[src/rtl/i2s_mic_rx_if.sv]
// Bundles the I2S pins and the sample-delivery strobe between the microphone receiver and its users.
// The receiver drives through the master modport; the bench or the downstream tracker uses the slave modport.
interface i2s_mic_rx_if #(
  parameter int SAMPLE_BITS = 24
) ();
  logic                   en;
  logic                   i2s_sd;
  logic                   i2s_sck;
  logic                   i2s_ws;
  logic [SAMPLE_BITS-1:0] mic_data;
  logic                   mic_valid;
  logic                   finish_left_or_right;

  modport master (
    input  en,
    input  i2s_sd,
    output i2s_sck,
    output i2s_ws,
    output mic_data,
    output mic_valid,
    output finish_left_or_right
  );

  modport slave (
    output en,
    output i2s_sd,
    input  i2s_sck,
    input  i2s_ws,
    input  mic_data,
    input  mic_valid,
    input  finish_left_or_right
  );
endinterface

[src/rtl/i2s_mic_rx.sv]
// Philips-format I2S master receiver: generates SCK/WS and deserialises signed samples from a MEMS mic.
// A sample is presented one clk after the SCK rise that carries its last bit; there is no backpressure.
module i2s_mic_rx #(
  parameter int CLK_DIV        = 4,
  parameter int SAMPLE_BITS    = 24,
  parameter int SLOT_BITS      = 32,
  parameter int STARTUP_FRAMES = 4
) (
  input logic         clk,
  input logic         rst_n,
  i2s_mic_rx_if.master bus
);

  localparam int DW = $clog2(CLK_DIV);
  localparam int PW = $clog2(SLOT_BITS);
  localparam int FW = (STARTUP_FRAMES < 1) ? 1 : $clog2(STARTUP_FRAMES + 1);

  typedef enum logic [1:0] {IDLE, WARMUP, RUN} state_e;

  state_e                 state_q;
  logic [DW-1:0]          div_cnt_q;
  logic                   sck_q;
  logic                   ws_q;
  logic [PW-1:0]          pos_q;
  logic [FW-1:0]          frame_q;
  logic [SAMPLE_BITS-1:0] shift_q;
  logic                   done_q;
  logic [SAMPLE_BITS-1:0] mic_data_q;
  logic                   mic_valid_q;
  logic                   lr_q;

  logic div_wrap, rise_tick, fall_tick, pos_last, frame_end, capture, word_end;
  logic [SAMPLE_BITS-1:0] shift_d;

  assign div_wrap  = (div_cnt_q == DW'(CLK_DIV - 1));
  assign rise_tick = div_wrap && !sck_q;
  assign fall_tick = div_wrap && sck_q;
  assign pos_last  = (pos_q == PW'(SLOT_BITS - 1));
  assign frame_end = fall_tick && pos_last && ws_q;
  // Slot position 0 is the one-SCK I2S delay; payload occupies positions 1..SAMPLE_BITS.
  assign capture   = rise_tick && (pos_q != '0) && (pos_q <= PW'(SAMPLE_BITS));
  assign word_end  = rise_tick && (pos_q == PW'(SAMPLE_BITS));
  assign shift_d   = {shift_q[SAMPLE_BITS-2:0], bus.i2s_sd};

  always_ff @(posedge clk or negedge rst_n) begin
    if (!rst_n) begin
      state_q     <= IDLE;
      div_cnt_q   <= '0;
      sck_q       <= 1'b0;
      ws_q        <= 1'b0;
      pos_q       <= '0;
      frame_q     <= '0;
      shift_q     <= '0;
      done_q      <= 1'b0;
      mic_data_q  <= '0;
      mic_valid_q <= 1'b0;
      lr_q        <= 1'b0;
    end else begin
      mic_valid_q <= 1'b0;
      if (!bus.en) begin
        state_q   <= IDLE;
        div_cnt_q <= '0;
        sck_q     <= 1'b0;
        ws_q      <= 1'b0;
        pos_q     <= '0;
        frame_q   <= '0;
        shift_q   <= '0;
        done_q    <= 1'b0;
      end else begin
        case (state_q)
          IDLE: begin
            state_q   <= (STARTUP_FRAMES == 0) ? RUN : WARMUP;
            // The enabling clk already counts as the first divider step.
            div_cnt_q <= DW'(1);
          end
          default: begin
            div_cnt_q <= div_wrap ? '0 : div_cnt_q + 1'b1;
            if (div_wrap) sck_q <= !sck_q;
            if (fall_tick) begin
              pos_q <= pos_last ? '0 : pos_q + 1'b1;
              if (pos_last) ws_q <= !ws_q;
            end
            if (capture) shift_q <= shift_d;
            done_q <= word_end;
            if (done_q && (state_q == RUN)) begin
              mic_data_q  <= shift_q;
              lr_q        <= ws_q;
              mic_valid_q <= 1'b1;
            end
            if ((state_q == WARMUP) && frame_end) begin
              if (frame_q == FW'(STARTUP_FRAMES - 1)) state_q <= RUN;
              else frame_q <= frame_q + 1'b1;
            end
          end
        endcase
      end
    end
  end

  assign bus.i2s_sck              = sck_q;
  assign bus.i2s_ws               = ws_q;
  assign bus.mic_data             = mic_data_q;
  assign bus.mic_valid            = mic_valid_q;
  assign bus.finish_left_or_right = lr_q;

endmodule

[src/flat_wrapper.sv]
// flat-port wrapper written by rule: the top's interface ports become plain ports
module i2s_mic_rx_flat 
#(
  parameter int CLK_DIV        = 4,
  parameter int SAMPLE_BITS    = 24,
  parameter int SLOT_BITS      = 32,
  parameter int STARTUP_FRAMES = 4
)
  (clk, rst_n, bus_en, bus_i2s_sd, bus_i2s_sck, bus_i2s_ws, bus_mic_data, bus_mic_valid, bus_finish_left_or_right);
  i2s_mic_rx_if #(.SAMPLE_BITS(SAMPLE_BITS)) bus_i ();
  input logic clk;
  input logic rst_n;
  input wire logic [$bits(bus_i.en)-1:0] bus_en;
  input wire logic [$bits(bus_i.i2s_sd)-1:0] bus_i2s_sd;
  output wire logic [$bits(bus_i.i2s_sck)-1:0] bus_i2s_sck;
  output wire logic [$bits(bus_i.i2s_ws)-1:0] bus_i2s_ws;
  output wire logic [$bits(bus_i.mic_data)-1:0] bus_mic_data;
  output wire logic [$bits(bus_i.mic_valid)-1:0] bus_mic_valid;
  output wire logic [$bits(bus_i.finish_left_or_right)-1:0] bus_finish_left_or_right;
  assign bus_i.en = bus_en;
  assign bus_i.i2s_sd = bus_i2s_sd;
  assign bus_i2s_sck = bus_i.i2s_sck;
  assign bus_i2s_ws = bus_i.i2s_ws;
  assign bus_mic_data = bus_i.mic_data;
  assign bus_mic_valid = bus_i.mic_valid;
  assign bus_finish_left_or_right = bus_i.finish_left_or_right;
  i2s_mic_rx #(.CLK_DIV(CLK_DIV), .SAMPLE_BITS(SAMPLE_BITS), .SLOT_BITS(SLOT_BITS), .STARTUP_FRAMES(STARTUP_FRAMES)) u_core (.clk(clk), .rst_n(rst_n), .bus(bus_i));
endmodule
[config.mk]
export PLATFORM = sky130hd
export DESIGN_NAME = i2s_mic_rx_flat
export DESIGN_NICKNAME = d
export VERILOG_FILES = /design/src/rtl/i2s_mic_rx_if.sv /design/src/rtl/i2s_mic_rx.sv /design/src/flat_wrapper.sv
export SDC_FILE = /design/constraint.sdc
export NUM_CORES = 1
export LEC_CHECK = 0
export CAP_MARGIN = 20
export CORE_ASPECT_RATIO = 1.2
export CORE_UTILIZATION = 55
export DETAILED_ROUTE_END_ITERATION = 8
export GPL_TIMING_DRIVEN = 0
export PLACE_DENSITY = 0.75
export SYNTH_ARGS = -nofsm -noshare
export SYNTH_HDL_FRONTEND = slang
export SYNTH_SLANG_ARGS = --single-unit
export TNS_END_PERCENT = 100
[constraint.sdc]
create_clock -name clk -period 2.4 [get_ports clk]
set_clock_uncertainty 0.05 [all_clocks]
set_input_delay 0.48 -clock clk [delete_from_list [all_inputs] [get_ports clk]]
set_output_delay 0.48 -clock clk [all_outputs]
set_load 0.02 [all_outputs]
==> flow_summary_export.csv <==
group,metric,value,unit
clock_network,postCtsSetupBuffers,0,
run,max-cap-violations,0,
synth,synthArstFlopShare,100,%
placed_design,dp_cells,303,
clock_network,cts.sinks,65,
drt,drt_pass1_iterations,4,
synth,yosysTopAreaCell,"dfrtp_1",
drt,wl_per_cell,14.7,µm
synth,avgSynthCellArea,13.1,µm²
setup_path,crit_end,"u_core.shift_q[13]",
placed_design,dp_hpwl,3.04,mm
synth,synth_edf_count,0,
timing,fin_crit,2.21,ns
setup_path,crit_required,2.59,ns
finish,multi_input_area,1080,µm²
finish,fin_cells,316,
clock_network,ctsHoldBuffers,0,
drt,vias,1725,
hold_path,hp-class,"in -> async",
drt,drt-total-wl,4.65,mm
setup_path,path_class,"reg -> reg",
setup_path,end_kind,"flip-flop",
clock_network,cts_htree_levels,3,
synth,synth_warnings,0,
synth,synth_area_leaders,"dfrtp_1, mux2i_1, mux2_2, nand2_1, mux2_1",
synth,ys_seq_area_share,58.3,%
drt,drt_iter0_markers,114,
placed_design,placed_cell_area,3160,µm²
setup_path,cp_max_fo,10,
clock_network,cts_tree,"built",
setup_path,critPathLaunch,"u_core.pos_q[0]",
timing,rsz0062_at_grt,"false",
floorplan,die_y,80.0,µm
pwr,leakagePower,1.52,nW
finish,final_util,67.6,%
placed_design,gp_congestion,0.733,
floorplan,start_util,56.9,%
timing,slew_violations,0,
timing,hold_viol,0,
global_route,grt.overflow.total,0,
finish,fill_cells,387,
floorplan,rows,28,
timing,setup_viol,0,
synth,yosys.area.top_type_share,58.3,%
clock_network,cts.clk_slew.worst_paths,0.06,ns
timing,fmax,0.452,GHz
drt,vias_per_cell,5.46,
finish,drive_gt1_share,15.6,%
synth,ys_types,36,
drt,drc,0,
timing,slew_headroom,46.9,%
synth,synth_area,2790,µm²
status,status,"finished clean",
floorplan,fp.coreArea,4900,µm²
synth,ys_ff_latch,65,
finish,area_delta_synth_final,18.7,%
setup_path,worstRegToRegCells,6,
setup_path,arrival,2.41,ns
synth,synth_flop_cell,"dfrtp_1",
floorplan,ios,32,
global_route,antenna_found_initial,0,
drt,drtAntennaViolNets,0,
global_route,grt_pass1_wl,7.99,mm
timing,min_period_over_period,92.2,%
clock_network,cts_inserted_buffers,9,
timing,worst_pin_slew,0.797,ns
clock_network,clk_latency,0.33,ns
finish,fin_area,3310,µm²
clock_network,clk_path_buf_depth,2,
clock_network,cts_root_buffer,"clkbuf_8",
finish,regArea,1630,µm²
pwr,powerDensity,574,nW/µm²
global_route,grt_max_degree,66,
clock_network,postCtsResizedCells,0,
timing,tns,0,ns
placed_design,io_buffers,30,
global_route,grt_pass1_vias,1702,
pwr,ir_drop,374,µV
synth,synthCells,213,
floorplan,dieArea,5370,µm²
floorplan,die_w,67.0,µm
setup_path,worst-r2r-setup-slack,0.19,ns
setup_path,start_kind,"flip-flop",
global_route,grt_use_total,20.5,%
finish,fin_nets,264,
setup_path,r2r_end,"u_core.shift_q[13]",
setup_path,r2r-start,"u_core.pos_q[0]",
finish,antenna_cells_inserted,0,
synth,synth_nets,223,
==> state kept, by name, indices dropped and copies added, names as in the netlist, 2 cells and up <==
register             count
u_core.state_q           2
u_core.div_cnt_q         2
u_core.shift_q          24
u_core.frame_q           3
u_core.pos_q             5
u_core.bus.mic_data     24
==> power breakdown <==
part | total [mW] | switching (mW) | internal (mW)
Clock | 0.753 | 0.368 | 0.385
Sequential | 1.10 | 0.00308 | 1.10
Combinational | 0.0477 | 0.0369 | 0.0108
Total | 1.90 | 0.408 | 1.49
==> layer usage <==
metal / vias up / track usage [%] / wire length [µm] / share of wire, %
li1: 816 / - / - / -
met1: 872 / 27.1 / 2120 / 46
met2: 27 / 30.7 / 2300 / 49
met3: 10 / 4.71 / 139 / 3.0
met4: 0 / 11.5 / 92 / 2.0
met5: - / 0 / 0 / 0
==> logic make-up after synthesis <==
kind of cell / count (synthesis) / share of synthesized area (%)
flops: 65 / 58.3
simple gates: 55 / 10.5
mux: 54 / 20.5
buf+inv: 16 / 2.87
compound gates: 15 / 4.57
fa+ha+maj: 6 / 2.69
xor+xnor: 2 / 0.628
==> worst min path at each step <==
stage / slack [ns] / cells past startpoint / start / endpoint
floorplan: 0.13 / 0 / rst_n / u_core.bus.finish_left_or_right
finish: 0.19 / 1 / rst_n / u_core.pos_q[2]
global placement: 0.42 / 1 / u_core.shift_q[20] / u_core.bus.mic_data[20]
CTS: 0.22 / 1 / rst_n / u_core.done_q
global route: 0.26 / 1 / rst_n / u_core.pos_q[2]
detailed placement: 0.42 / 1 / u_core.shift_q[12] / u_core.bus.mic_data[12]
==> layout by cell type, fill, tap and decap left out, types with 2 or more instances in the layout <==
| cell type | instances |
|---|---|
| o21ai_0 | 3 |
| mux2_1 | 8 |
| xnor2_1 | 2 |
| a21boi_1 | 3 |
| nand2_1 | 31 |
| ha_1 | 6 |
| inv_1 | 5 |
| dfrtp_1 | 65 |
| mux2_2 | 17 |
| clkbuf_1 | 7 |
| nor2_1 | 2 |
| nand3_1 | 2 |
| clkbuf_8 | 10 |
| nand2b_1 | 2 |
| clkdlybuf4s50_1 | 29 |
| nor4b_2 | 2 |
| and2_1 | 5 |
| mux2i_1 | 29 |
| buf_6 | 2 |
| nor2b_1 | 3 |
| buf_2 | 3 |
| o21a_1 | 2 |
==> through the flow <==
| stage | power, mW | setup slack [ns] | hold WS, ns |
|---|---|---|---|
| floorplan | 1.14 | 0.480 | 0.134 |
| global placement | 1.17 | -1.32 | 0.417 |
| detailed placement | 1.17 | 0.197 | 0.425 |
| CTS | 1.93 | 0.164 | 0.216 |
| global route | 1.98 | 0.0647 | 0.262 |
| finish | 1.90 | 0.188 | 0.191 |
==> cells in the mapped netlist (3+ instances only) <==
cell / count
o21ai_0: 3
mux2_1: 8
mux2i_1: 29
nand2_1: 31
clkbuf_1: 5
buf_2: 3
dfrtp_1: 65
nor2b_1: 3
and2_1: 5
mux2_2: 17
inv_1: 5
a21boi_1: 3
ha_1: 6
==> critical path, cell delays in order (launching register included) <==
cell and delay, ns:
dfrtp_1 0.42, inv_1 0.06, ha_1 0.24, nor4b_2 0.19, a2111oi_4 0.68, buf_6 0.26, mux2i_1 0.22
==> area by class of cell <==
| class | instances | area share (%) |
|---|---|---|
| Tap cell | 60 | 2.27 |
| Timing Repair Buffer | 30 | 8.98 |
| Multi-Input combinational cell | 132 | 32.7 |
| Buffer | 11 | 1.85 |
| Clock buffer | 12 | 4.38 |
| Inverter | 5 | 0.566 |
| Sequential cell | 65 | 49.1 |
| Clock inverter | 1 | 0.151 |
No activity file was read; power rests on OpenSTA's default activity.
